## config.mk

```make
export PLATFORM = sky130hd
export DESIGN_NAME = snn_timestep_sequencer_flat
export DESIGN_NICKNAME = d
export VERILOG_FILES = /design/src/rtl/snn_seq_pkg.sv /design/src/rtl/snn_timestep_sequencer_if.sv /design/src/rtl/snn_spike_fifo.sv /design/src/rtl/snn_timestep_sequencer.sv /design/src/flat_wrapper.sv
export SDC_FILE = /design/constraint.sdc
export NUM_CORES = 1
export LEC_CHECK = 0
export ABC_CLOCK_PERIOD_IN_PS = 2100
export CAP_MARGIN = 20
export CORE_AREA = 2 2 96 98
export CTS_BUF_LIST = sky130_fd_sc_hd__clkbuf_8
export CTS_CLUSTER_DIAMETER = 150
export DETAILED_ROUTE_END_ITERATION = 10
export DIE_AREA = 0 0 98 100
export PLACE_DENSITY = 0.76
export SKIP_CTS_REPAIR_TIMING = 1
export SYNTH_ARGS = -nofsm -noshare
export SYNTH_HDL_FRONTEND = slang
export SYNTH_SLANG_ARGS = --single-unit
```

## constraint.sdc

```tcl
create_clock -name clk -period 2.1 [get_ports clk]
set_input_delay 0.315 -clock clk [delete_from_list [all_inputs] [get_ports clk]]
set_output_delay 0.315 -clock clk [all_outputs]
set_load 0.01 [all_outputs]
```

## src/rtl/snn_seq_pkg.sv

```systemverilog
// Shared FSM state type and default sizing for the SNN timestep sequencer.
package snn_seq_pkg;

   typedef enum logic [2:0] {
      IDLE,
      LOAD,
      RUN,
      SETTLE_ST,
      CAPTURE
   } seq_state_t;

   localparam int DEF_N_IN       = 8;
   localparam int DEF_N_OUT      = 8;
   localparam int DEF_FIFO_DEPTH = 4;
   localparam int DEF_DIV_W      = 8;
   localparam int DEF_TS_W       = 16;
   localparam int DEF_SETTLE     = 2;

endpackage

```

## src/rtl/snn_timestep_sequencer_if.sv

```systemverilog
// Spike-frame input stream and captured-result output stream of the timestep sequencer.
interface snn_timestep_sequencer_if
   import snn_seq_pkg::*;
#(
   parameter int N_IN  = DEF_N_IN,
   parameter int N_OUT = DEF_N_OUT,
   parameter int TS_W  = DEF_TS_W
);
   logic              in_valid;
   logic              in_ready;
   logic [N_IN-1:0]   in_spikes;
   logic              out_valid;
   logic              out_ready;
   logic [N_OUT-1:0]  out_spikes;
   logic [TS_W-1:0]   out_timestep;

   modport master (
      output in_valid, in_spikes, out_ready,
      input  in_ready, out_valid, out_spikes, out_timestep
   );

   modport slave (
      input  in_valid, in_spikes, out_ready,
      output in_ready, out_valid, out_spikes, out_timestep
   );
endinterface

```

## src/rtl/snn_spike_fifo.sv

```systemverilog
// Spike-frame FIFO; pushes while full are dropped, head is read straight from the storage flops.
module snn_spike_fifo #(
   parameter int WIDTH = 8,
   parameter int DEPTH = 4
) (
   input  logic             clk,
   input  logic             reset,
   input  logic             push,
   input  logic             pop,
   input  logic [WIDTH-1:0] wdata,
   output logic [WIDTH-1:0] head,
   output logic             full,
   output logic             empty
);
   localparam int AW = $clog2(DEPTH);

   logic [WIDTH-1:0] mem [DEPTH];
   logic [AW:0]      wr_ptr;
   logic [AW:0]      rd_ptr;
   logic             do_push;
   logic             do_pop;

   // Extra MSB on each pointer separates full from empty when the indices match.
   assign full    = (wr_ptr[AW] != rd_ptr[AW]) && (wr_ptr[AW-1:0] == rd_ptr[AW-1:0]);
   assign empty   = (wr_ptr == rd_ptr);
   assign do_push = push && !full;
   assign do_pop  = pop && !empty;
   assign head    = mem[rd_ptr[AW-1:0]];

   always_ff @(posedge clk or posedge reset) begin
      if (reset) begin
         wr_ptr <= '0;
         rd_ptr <= '0;
      end else begin
         if (do_push) wr_ptr <= wr_ptr + (AW+1)'(1);
         if (do_pop)  rd_ptr <= rd_ptr + (AW+1)'(1);
      end
   end

   always_ff @(posedge clk) begin
      if (do_push) mem[wr_ptr[AW-1:0]] <= wdata;
   end
endmodule

```

## src/rtl/snn_timestep_sequencer.sv

```systemverilog
// Sequences one SNN timestep per buffered spike frame and captures the core's output spikes.
// SNN_SEQ_FREE_RUN_EN: keep running timesteps with an all-zero frame while the FIFO is empty.
//
// state     | meaning
// ----------+---------------------------------------------------------------
// IDLE      | waiting for cfg_valid and a frame
// LOAD      | pop frame to snn_input_spikes, latch div_value into cnt
// RUN       | core enabled, cnt counts down, delay_tick on cnt==0
// SETTLE_ST | core enabled, scnt counts down before output sampling
// CAPTURE   | sample output spikes into result stage, stall while it is full
module snn_timestep_sequencer
   import snn_seq_pkg::*;
#(
   parameter int N_IN       = DEF_N_IN,
   parameter int N_OUT      = DEF_N_OUT,
   parameter int FIFO_DEPTH = DEF_FIFO_DEPTH,
   parameter int DIV_W      = DEF_DIV_W,
   parameter int TS_W       = DEF_TS_W,
   parameter int SETTLE     = DEF_SETTLE
) (
   input  logic                 clk,
   input  logic                 reset,
   input  logic                 cfg_valid,
   input  logic [DIV_W-1:0]     div_value,
   snn_timestep_sequencer_if.slave bus,
   output logic                 snn_enable,
   output logic [N_IN-1:0]      snn_input_spikes,
   output logic                 delay_tick,
   input  logic [N_OUT-1:0]     snn_output_spikes,
   output logic                 busy,
   output logic                 drop_flag
);
   localparam int SW = (SETTLE > 1) ? $clog2(SETTLE) : 1;

   seq_state_t        state;
   seq_state_t        state_nxt;
   logic [DIV_W-1:0]  cnt;
   logic [SW-1:0]     scnt;
   logic [TS_W-1:0]   ts;
   logic              fifo_full;
   logic              fifo_empty;
   logic              fifo_pop;
   logic [N_IN-1:0]   fifo_head;
   logic              start_ok;
   logic              cap_fire;
   logic              out_valid_q;
   logic [N_OUT-1:0]  out_spikes_q;
   logic [TS_W-1:0]   out_ts_q;

   assign bus.in_ready     = !fifo_full;
   assign bus.out_valid    = out_valid_q;
   assign bus.out_spikes   = out_spikes_q;
   assign bus.out_timestep = out_ts_q;
   assign busy             = (state != IDLE);

   snn_spike_fifo #(
      .WIDTH (N_IN),
      .DEPTH (FIFO_DEPTH)
   ) u_fifo (
      .clk   (clk),
      .reset (reset),
      .push  (bus.in_valid),
      .pop   (fifo_pop),
      .wdata (bus.in_spikes),
      .head  (fifo_head),
      .full  (fifo_full),
      .empty (fifo_empty)
   );

`ifdef SNN_SEQ_FREE_RUN_EN
   assign start_ok = cfg_valid;
`else
   assign start_ok = cfg_valid && !fifo_empty;
`endif

   always_ff @(posedge clk or posedge reset) begin
      if (reset) state <= IDLE;
      else       state <= state_nxt;
   end

   always_comb begin
      state_nxt  = state;
      snn_enable = 1'b0;
      delay_tick = 1'b0;
      fifo_pop   = 1'b0;
      cap_fire   = 1'b0;
      case (state)
         IDLE: begin
            if (start_ok) state_nxt = LOAD;
         end
         LOAD: begin
            fifo_pop  = !fifo_empty;
            state_nxt = RUN;
         end
         RUN: begin
            snn_enable = 1'b1;
            if (cnt == '0) begin
               delay_tick = 1'b1;
               state_nxt  = SETTLE_ST;
            end
         end
         SETTLE_ST: begin
            snn_enable = 1'b1;
            if (scnt == '0) state_nxt = CAPTURE;
         end
         CAPTURE: begin
            if (!out_valid_q || bus.out_ready) begin
               cap_fire  = 1'b1;
               state_nxt = IDLE;
            end
         end
         default: state_nxt = IDLE;
      endcase
   end

   // An empty FIFO in LOAD only happens in free-run mode; the core then sees a blank frame.
   always_ff @(posedge clk or posedge reset) begin
      if (reset) begin
         cnt              <= '0;
         scnt             <= '0;
         snn_input_spikes <= '0;
      end else begin
         case (state)
            LOAD: begin
               cnt              <= div_value;
               snn_input_spikes <= fifo_empty ? '0 : fifo_head;
            end
            RUN: begin
               cnt <= cnt - DIV_W'(1);
               if (cnt == '0) scnt <= SW'(SETTLE - 1);
            end
            SETTLE_ST: scnt <= scnt - SW'(1);
            default: ;
         endcase
      end
   end

   always_ff @(posedge clk or posedge reset) begin
      if (reset) begin
         out_valid_q  <= 1'b0;
         out_spikes_q <= '0;
         out_ts_q     <= '0;
         ts           <= '0;
         drop_flag    <= 1'b0;
      end else begin
         if (cap_fire) begin
            out_valid_q  <= 1'b1;
            out_spikes_q <= snn_output_spikes;
            out_ts_q     <= ts;
            ts           <= ts + TS_W'(1);
         end else if (bus.out_ready) begin
            out_valid_q <= 1'b0;
         end
         if (bus.in_valid && fifo_full) drop_flag <= 1'b1;
      end
   end
endmodule

```

## src/flat_wrapper.sv

```systemverilog
// flat-port wrapper written by rule: the top's interface ports become plain ports
module snn_timestep_sequencer_flat import snn_seq_pkg::*;
#(
   parameter int N_IN       = DEF_N_IN,
   parameter int N_OUT      = DEF_N_OUT,
   parameter int FIFO_DEPTH = DEF_FIFO_DEPTH,
   parameter int DIV_W      = DEF_DIV_W,
   parameter int TS_W       = DEF_TS_W,
   parameter int SETTLE     = DEF_SETTLE
)
  (clk, reset, cfg_valid, div_value, snn_enable, snn_input_spikes, delay_tick, snn_output_spikes, busy, drop_flag, bus_in_valid, bus_in_spikes, bus_out_ready, bus_in_ready, bus_out_valid, bus_out_spikes, bus_out_timestep);
  snn_timestep_sequencer_if #(.N_IN(N_IN), .N_OUT(N_OUT), .TS_W(TS_W)) bus_i ();
  input  logic clk;
  input  logic reset;
  input  logic cfg_valid;
  input  logic [DIV_W-1:0] div_value;
  output logic snn_enable;
  output logic [N_IN-1:0] snn_input_spikes;
  output logic delay_tick;
  input  logic [N_OUT-1:0] snn_output_spikes;
  output logic busy;
  output logic drop_flag;
  input wire logic [$bits(bus_i.in_valid)-1:0] bus_in_valid;
  input wire logic [$bits(bus_i.in_spikes)-1:0] bus_in_spikes;
  input wire logic [$bits(bus_i.out_ready)-1:0] bus_out_ready;
  output wire logic [$bits(bus_i.in_ready)-1:0] bus_in_ready;
  output wire logic [$bits(bus_i.out_valid)-1:0] bus_out_valid;
  output wire logic [$bits(bus_i.out_spikes)-1:0] bus_out_spikes;
  output wire logic [$bits(bus_i.out_timestep)-1:0] bus_out_timestep;
  assign bus_i.in_valid = bus_in_valid;
  assign bus_i.in_spikes = bus_in_spikes;
  assign bus_i.out_ready = bus_out_ready;
  assign bus_in_ready = bus_i.in_ready;
  assign bus_out_valid = bus_i.out_valid;
  assign bus_out_spikes = bus_i.out_spikes;
  assign bus_out_timestep = bus_i.out_timestep;
  snn_timestep_sequencer #(.N_IN(N_IN), .N_OUT(N_OUT), .FIFO_DEPTH(FIFO_DEPTH), .DIV_W(DIV_W), .TS_W(TS_W), .SETTLE(SETTLE)) u_core (.clk(clk), .reset(reset), .cfg_valid(cfg_valid), .div_value(div_value), .bus(bus_i), .snn_enable(snn_enable), .snn_input_spikes(snn_input_spikes), .delay_tick(delay_tick), .snn_output_spikes(snn_output_spikes), .busy(busy), .drop_flag(drop_flag));
endmodule
```

==> Word level (Yosys, flattened, before mapping) <==
Memories as Yosys holds them, arrays and structs flattened.
Cells that the tools add are included.
{ "totals": {"regBits": 68, "ram_bits": 32, "inputBits": 29, "word_cells": 65, "mem_count": 1} }
{ "op_classes": {"add_sub_neg": 5, "n_eq_ne": 11, "muxes": 19, "reduce_logical": 18} }
{ "memory_table": {"columns": ["name", "words", "word_bits", "rd", "rd_clocked_by_memory_dff", "write_ports", "line", "text"], "rows": [
  ["u_core.u_fifo.mem", 4, 8, 1, 0, 1, "snn_spike_fifo.sv:17", "logic [WIDTH-1:0] mem [DEPTH];"]
]} }
{ "ops": {"columns": ["op", "count"], "rows": [
  ["adder 16 x 1 -> 16 bit (second input constant)", 1],
  ["case mux 8 bit (2 select lines)", 1],
  ["case mux 3 bit (5 select lines)", 1],
  ["two-way mux 3 bit", 4],
  ["two-way mux 1 bit", 11],
  ["zero test 8 bit", 1],
  ["two-way mux 8 bit", 1],
  ["subtractor 8 x 1 -> 8 bit (second input constant)", 1],
  ["adder 3 x 1 -> 3 bit (second input constant)", 2],
  ["equality test 3 x 2 -> 1 bit (second input constant)", 2],
  ["!= test 2 x 1 -> 1 bit (second input constant)", 3],
  ["nonzero test 2 bit", 3],
  ["logical AND 1 bit", 5],
  ["AND reduction 4 bit", 1],
  ["equality test 3 x 1 -> 1 bit (second input constant)", 1],
  ["equality test 3 bit", 1],
  ["equality test 3 bit (second input constant)", 1],
  ["zero test 1 bit", 3],
  ["zero test 3 bit", 1],
  ["nonzero test 3 bit", 1],
  ["equality test 2 bit", 1],
  ["!= test 2 bit (second input constant)", 1],
  ["case mux 1 bit (2 select lines)", 1],
  ["AND reduction 2 bit", 1],
  ["4 further kinds", 4]
]} }

==> Longest topological paths before layout <==
Gate-level depths: netlist of the first run.
{ "depth": {"word_depth": 6, "ltp_mapped": 6} }

==> Hierarchy <==
A second synthesis of the first run with hierarchy kept.
{ "unflattened": {"hier_cells": 375, "area_unflattened_um2": 4386.7} }
{ "modules_own_cells": {"columns": ["mod", "instances", "cells_per_inst", "area_each_um2"], "rows": [
  ["snn_timestep_sequencer", 1, 284, 2728.9],
  ["snn_spike_fifo", 1, 91, 1657.8]
]} }

==> Worst setup path before layout of the first run <==
Ideal clock, no wire load.
{ "synth_timing": {"path_type": "flip-flop to flip-flop", "start": "register u_core.state[2]", "end": "register u_core.cnt[4]", "setup_ns": 0.127, "arrival_time_ns": 1.648, "setup_slack_ns": 0.324, "path_stages_with_launch": 7, "synth_period_minus_slack_ns": 1.776, "path_cell_list": "dfrtp_1 > buf_6 > or3b_1 > buf_2 > or4b_4 > nand3_2 > o211ai_2"} }
{ "synth_between": {"elab_chain_cells": 2} }
{ "synth_lines": {"columns": ["element", "line", "text"], "rows": [
  ["start: declaration", "snn_timestep_sequencer.sv:35", "seq_state_t state;"],
  ["start signal: assignment", "snn_timestep_sequencer.sv:78", "else state <= state_nxt;"],
  ["equality test 3 x 2 -> 1 bit or equality test 3 x 1 -> 1 bit (tied branches)", "snn_timestep_sequencer.sv:123", "case (state)"],
  ["case mux 8 bit (2 select lines) or nonzero test 2 bit (tied branches)", null, null],
  ["end signal: assignment", "snn_timestep_sequencer.sv:125", "cnt <= div_value;"],
  ["end signal: assignment", "snn_timestep_sequencer.sv:129", "cnt <= cnt - DIV_W'(1);"],
  ["end: declaration", "snn_timestep_sequencer.sv:37", "logic [DIV_W-1:0] cnt;"]
]} }
Parallel ways exist; a longest one is shown, timed or not.
A chain may end at the register's enable or synchronous reset.

==> Final worst setup path of the first run <==
{ "layout_timing": {"start": "register u_core.cnt[4]", "end": "output port delay_tick"} }
{ "layout_between": {"elab_chain_cells": 3} }
{ "layout_lines": {"columns": ["element", "line", "text"], "rows": [
  ["zero test 8 bit", "snn_timestep_sequencer.sv:97", "if (cnt == '0) begin"],
  ["two-way mux 1 bit", "snn_timestep_sequencer.sv:97", null],
  ["two-way mux 1 bit", "snn_timestep_sequencer.sv:87", "case (state)"],
  ["end: declaration", "flat_wrapper.sv:19", "output logic delay_tick;"]
]} }
Every way passes these cells.

==> metrics.cfg, run 1 <==
[grt]
grt.total_usage_pct = 17.3
grt_first_pass_wirelength_um = 13600
globalRouteMet3Util_pct = 3.06
grt_pass1_vias = 2829
grt-busiest-layer = met2
met2_usage_pct = 27.6
grt_max_degree = 39
leftover_overflow_at_the_end_of_global_routing = 0
number_of_antenna_violations_at_the_first_check_in_global_routing = 0
grt_use_met1_pct = 24.1

[floorplan]
die-area_um2 = 9800
standard_cell_row_count = 35
die_width_um = 98
floorplan.io_pins = 67
chipHeight_um = 100
core_area_um2 = 8890
start_util_pct = 47.7

[logic_synthesis]
synth_sequential_area_ratio_pct = 62.7
most_frequently_used_cell_type_in_the_post_synthesis_netlist = sky130_fd_sc_hd__nand2_1
synth_top_cell_by_area = sky130_fd_sc_hd__dfrtp_1
ys_dominant_reg_cell = sky130_fd_sc_hd__dfrtp_1
yosys.cell_types.count = 46
average_size_of_a_mapped_cell_um2 = 12.1
postSynthRegisterBits = 100
synth_top_cells_by_area = sky130_fd_sc_hd__dfrtp_1, sky130_fd_sc_hd__edfxtp_1, sky130_fd_sc_hd__nand2_1
ys_async_sr_fraction_pct = 68.0
synth_fp_nets = 388
ys.warnings.count = 0
synth_top_area_share_pct = 40.1
syn_area_um2 = 4240
synth_edf_count = 32
yosys-top-cells-count = sky130_fd_sc_hd__nand2_1, sky130_fd_sc_hd__dfrtp_1, sky130_fd_sc_hd__edfxtp_1
netlist_instances = 351

[pwr]
cellLeakagePower_uw = 0.00233
power_uw = 6270
cellPowerDensity_nw_per_um2 = 1170
max-vdd-ir-drop_v = 0.000720

[timing]
drv_slew = 0
ratio_of_final_minimum_period_to_clock_period_pct = 99.0
tightest_slew_ps = 491
setup_ws_ps = 20.2
maxClockFrequency_mhz = 481
fin_tns_setup_ps = 0
finalWorstPathRequiredPeriod_ps = 2080
max_slew_margin_pct = 67.2
setup_repair_after_global_routing_missed_its_margin = true
final_hold_fails = 0
final_setup_viols = 0
timing.hold.ws_ps = 153
clock-skew-final_ps = 16.7

[setup_path]
start_kind = flip-flop
worst_setup_path_end_kind = output pin
reg2reg_to = u_core.cnt[5]
critPathRequiredTime_ps = 1780
crit_type = reg -> out
worst-path-max-fanout = 2
regToRegSetupSlack_ps = 240
worstRegToRegCells = 5
critical_path_arrival_ps = 1760
critical_path.reg2reg.startpoint = u_core.cnt[4]

[finish]
area_growth_pct = 26.3
multiInputGateArea_um2 = 1500
layout-drive-gt1-share_pct = 13.4
seqCellArea_um2 = 2660
nFillCells = 741
antenna-diode-count = 0
fin_nets = 465
final_cell_utilization_of_the_core_pct = 60.3

[drt]
route.antenna.remaining_nets = 0
remaining_drc_errors = 0
avgRoutedWirePerCell_um = 15.2
routed-via-count = 2850
routed_via_density = 5.24
total_iterations_of_the_first_detailed_routing_run = 4
drt_iter0_drc = 97
drt-total-wl_um = 8250

[placement]
place.gp.congestion = 0.767
dp.final_hpwl_um = 5650
io_buffers = 66
pre_cts_slack_ps = -69.6

[clock_tree]
root_buffer = sky130_fd_sc_hd__clkbuf_8
tritoncts = yes
cts.sinks = 100
clock_tree.htree_level_count = 3
cts-buffers-inserted = 9
clock_path_buffers = 2
clk-insertion-delay-late_ps = 360
clkTransAtPathRegs_ps = 110

[worst_hold_path]
hold_path_class = in -> async

[flow_run]
max_cap_viol_count = 0

[outcome]
result_of_the_run = complete, no violations

## per-layer routing
| layer | vias to the layer above | part of all wire, % |
|---|---|---|
| met3 | 8 | 2.9 |
| met2 | 51 | 49 |
| met1 | 1421 | 47 |
| li1 | 1370 | - |
| met5 | - | 0 |
| met4 | 0 | 1.3 |
## worst max-delay path, stage by stage, from the launching register on
cell,delay (ps)
sky130_fd_sc_hd__dfrtp_1,390
sky130_fd_sc_hd__or3_4,410
sky130_fd_sc_hd__nor4bb_4,330
sky130_fd_sc_hd__and2_1,160
sky130_fd_sc_hd__buf_2,120
## logic make-up (layout without fill, tap and decap cells)
logic type / after synthesis / count (layout) / share of synthesized area, %
xor+xnor: 22 / 22 / 4.54
simple gates: 155 / 155 / 17.9
compound gates: 26 / 26 / 4.60
mux: 10 / 10 / 4.78
fa+ha+maj: 8 / 8 / 2.36
buf+inv: 30 / 112 / 3.10
flops: 100 / 100 / 62.7
## area by class of cell
cell class / count / area share, %
Multi-Input combinational cell: 221 / 27.9
Clock buffer: 9 / 2.31
Inverter: 14 / 0.981
Timing Repair Buffer: 82 / 15.2
Tap cell: 111 / 2.59
Clock inverter: 7 / 1.24
Sequential cell: 100 / 49.7
## cell usage in the layout, fill, tap and decap left out, drive strengths merged, types with 9 or more instances in the layout
cell	synthesis	final
edfxtp	32	32
dfrtp	68	68
buf	8	17
nand3	9	9
nor2	9	9
inv	14	17
clkdlybuf4s50	0	64
xnor2	18	18
clkbuf	8	9
nand2	93	93
## stage by stage
step	cell area, µm²	instances
6_report	5360	544
3_3_place_gp	5110	526
3_5_place_dp	5110	526
5_1_grt	5360	544
4_1_cts	5300	542
2_1_floorplan	4240	351
## state kept, by name, indices dropped and copies added (netlist names)
register / count
u_core.bus.out_spikes: 8
u_core.bus.out_timestep: 16
u_core.bus.out_valid: 1
u_core.cnt: 8
u_core.drop_flag: 1
u_core.scnt: 1
u_core.snn_input_spikes: 8
u_core.state: 3
u_core.ts: 16
u_core.u_fifo.mem: 32
u_core.u_fifo.rd_ptr: 3
u_core.u_fifo.wr_ptr: 3
## report_power, final
part / total, µW / leakage [µW] / internal (µW) / switching (µW)
sequential: 2880 / 0.00117 / 2520 / 361
combinational: 2230 / 0.00107 / 1150 / 1080
clock: 1170 / 0.0000914 / 460 / 706
## worst max-delay path by stage
stage | startpoint | endpoint | slack, ps | cells past startpoint
after floorplan | reset | u_core.bus.out_spikes[0] | 70 | 1
after global placement | u_core.cnt[2] | delay_tick | -20 | 4
after detailed placement | u_core.cnt[2] | delay_tick | -70 | 4
after CTS | u_core.cnt[2] | delay_tick | -500 | 4
after global routing | u_core.cnt[4] | delay_tick | -50 | 4
final | u_core.cnt[4] | delay_tick | 20 | 4
(Power assumes the default switching activity.)
==> inputs of run 2 (changes only) <==
--- a/config.mk
+++ b/config.mk
@@ -10,6 +10,7 @@
 export CORE_AREA = 2 2 96 98
 export CTS_BUF_LIST = sky130_fd_sc_hd__clkbuf_8
 export CTS_CLUSTER_DIAMETER = 150
+export CTS_CLUSTER_SIZE = 28
 export DETAILED_ROUTE_END_ITERATION = 10
 export DIE_AREA = 0 0 98 100
 export PLACE_DENSITY = 0.76
==> constraint.sdc (replaced) <==
create_clock -name clk -period 2.1 [get_ports clk]
set_input_delay 0.315 -clock clk [delete_from_list [all_inputs] [get_ports clk]]
set_output_delay 0.315 -clock clk [all_outputs]
set_load 0.05 [all_outputs]
==> run 2 against run 1 <==
  * Register-to-register slack about the same
  * Utilization down 0.49 points
  * Fmax down 5.7%
  * Critical endpoint unchanged
  * Combinational power up 25%
  * Sequential power about the same
  * Final cell count down 0.37%
  * Non-clock buffer count down 2
  * Die area unchanged
  * Critical path type unchanged
  * Hold slack better by 180 ps
  * The run now ends with negative setup slack left
  * Sequential share of layout area up 0.39 points
==> metrics.cfg, run 2 (same netlist as run 1, synthesis figures left out) <==
[placement]
placed_cell_area_um2 = 5090  ; -0.29%
place.gp.congestion = 0.797  ; +3.9%
dp.final_hpwl_um = 5410  ; -4.2%
post-place-cells = 525  ; -0.19%
io_buffers = 66  ; unchanged

[timing]
maxClockFrequency_mhz = 453  ; -5.7%
clock-skew-final_ps = 23.2  ; +6.51 ps
drv_slew = 0  ; unchanged
final_hold_fails = 0  ; unchanged
setup_ws_ps = -106  ; -126 ps
fin_tns_setup_ps = -106  ; -106 ps
max_slew_margin_pct = 66.4  ; -0.86 points
final_setup_viols = 1  ; +1
setup_repair_after_global_routing_missed_its_margin = true
timing.hold.ws_ps = 330  ; +177 ps
tightest_slew_ps = 503  ; +11.3 ps
ratio_of_final_minimum_period_to_clock_period_pct = 105  ; +6.0 points
finalWorstPathRequiredPeriod_ps = 2210  ; +126 ps

[drt]
drt_iter0_drc = 97  ; unchanged
maxUsedRoutingLayer = met4
remaining_drc_errors = 0  ; unchanged
routed_via_density = 5.17  ; -1.3%
drt-total-wl_um = 7950  ; -3.7%
met1Wirelength_um = 3780  ; -2.8%
total_iterations_of_the_first_detailed_routing_run = 7  ; +3
avgRoutedWirePerCell_um = 14.7  ; -3.3%
routed-via-count = 2803  ; -1.6%
wl_met2_um = 3750  ; -6.4%
route.antenna.remaining_nets = 0  ; unchanged
met3WireLength_um = 320  ; +32%

[finish]
fin_cells = 542  ; -0.37%
fin_nets = 463  ; -0.43%
most_common_library_cell_in_the_layout_ignoring_fill_and_taps = sky130_fd_sc_hd__nand2_1
postLayoutCellArea_um2 = 5320  ; -0.82%
largest_register_ffs = 32  ; unchanged
mostFrequentLayoutCells = sky130_fd_sc_hd__nand2_1, sky130_fd_sc_hd__dfrtp_1, sky130_fd_sc_hd__clkdlybuf4s50_1, sky130_fd_sc_hd__edfxtp_1, sky130_fd_sc_hd__xnor2_1
layout-drive-gt1-share_pct = 12.5  ; -0.87 points
antenna-diode-count = 0  ; unchanged
area_growth_pct = 25.2

[clock_tree]
tritoncts = yes
clk-insertion-delay-late_ps = 370  ; about the same
root_buffer = sky130_fd_sc_hd__clkbuf_8
clkTransAtPathRegs_ps = 110  ; about the same
cts.sinks = 100  ; unchanged
clock_tree.htree_level_count = 3  ; unchanged
cts-buffers-inserted = 9  ; unchanged
clock_path_buffers = 2  ; unchanged

[setup_path]
critical_path_arrival_ps = 1890  ; +130 ps
worst-path-max-fanout = 5  ; +3
critPathLaunch = u_core.cnt[2]
critical_path.reg2reg.startpoint = u_core.state[0]
worstRegToRegCells = 4  ; -1
crit_path_max_incr_delay_ps = 440  ; +30 ps
worst_setup_path_end_kind = output pin
reg2reg_to = u_core.cnt[4]
regToRegSetupSlack_ps = 240  ; about the same
critPathRequiredTime_ps = 1780  ; about the same
crit_type = reg -> out
crit_path_top_delay_cell = sky130_fd_sc_hd__dfrtp_1
start_kind = flip-flop
critical_path.cell_chain = or3_4, nor4bb_4, and2_4, buf_12

[floorplan]
floorplan.io_pins = 67  ; unchanged
die-area_um2 = 9800  ; unchanged
die_width_um = 98  ; unchanged
chipHeight_um = 100  ; unchanged
core_area_um2 = 8890  ; unchanged
start_util_pct = 47.7  ; unchanged
standard_cell_row_count = 35  ; unchanged

[flow_run]
max_cap_viol_count = 0  ; unchanged

[worst_hold_path]
hold_path_class = in -> async

[pwr]
power_uw = 6820  ; +8.7%
max-vdd-ir-drop_v = 0.000859  ; +19%
cellLeakagePower_uw = 0.00232  ; -0.57%
cellPowerDensity_nw_per_um2 = 1280  ; +9.6%

[grt]
grt_max_degree = 69  ; +77%
grt.total_usage_pct = 17.0  ; -0.22 points
number_of_antenna_violations_at_the_first_check_in_global_routing = 0  ; unchanged
leftover_overflow_at_the_end_of_global_routing = 0  ; unchanged
grt_pass1_vias = 2711  ; -4.2%
grt_first_pass_wirelength_um = 13400  ; -1.9%

[outcome]
result_of_the_run = finished with violations
failed_checks = negative setup slack

run 2: cell types whose count changed in the layout (fill, tap and decap cells not counted), sizes merged:
cell / previous run / this run
clkinv: 2 / 1
inv: 17 / 18
clkdlybuf4s50: 64 / 62
run 2: worst max-delay path by stage:
stage	to	cells past startpoint
after floorplan	u_core.u_fifo.wr_ptr[2]	5
after global placement	busy	2
after detailed placement	busy	2
after CTS	busy	2
after global routing	delay_tick	4
final	delay_tick	4
run 2: per-stage QoR:
stage                     setup slack (ps)  utilization, %
final                                 -106            59.8
after global routing                  -198            59.8
after CTS                             -200            59.4
after detailed placement               220            57.3
after global placement                 242            57.3
after floorplan                       27.8               -
run 2: worst max-delay path, delay by kind of cell, from the launching register on:
kind	cells	cell delay (ps)
and+or+nand+nor	3	970
buffers and inverters	1	130
DFF	1	440
run 2: cell type report:
class | count | area (µm²)
Multi-Input combinational cell | 221 | 1470
Timing Repair Buffer | 80 | 798
Clock buffer | 9 | 124
Sequential cell | 100 | 2660
Inverter | 14 | 52.6
Clock inverter | 7 | 66.3
Tap cell | 111 | 139
Fill cell | 725 | 3570
run 2: metal layers:
layer  up-vias  GRT usage (%)
met5         -              0
met4         0           5.45
met3        10           4.25
met2        58           26.4
met1      1369           23.9
li1       1366              -
run 2: where the power goes:
part           switching (µW)  total (µW)  internal (µW)
Clock                     709        1170            462
Sequential                357        2870           2510
Combinational            1650        2780           1130
Total                    2720        6820           4100
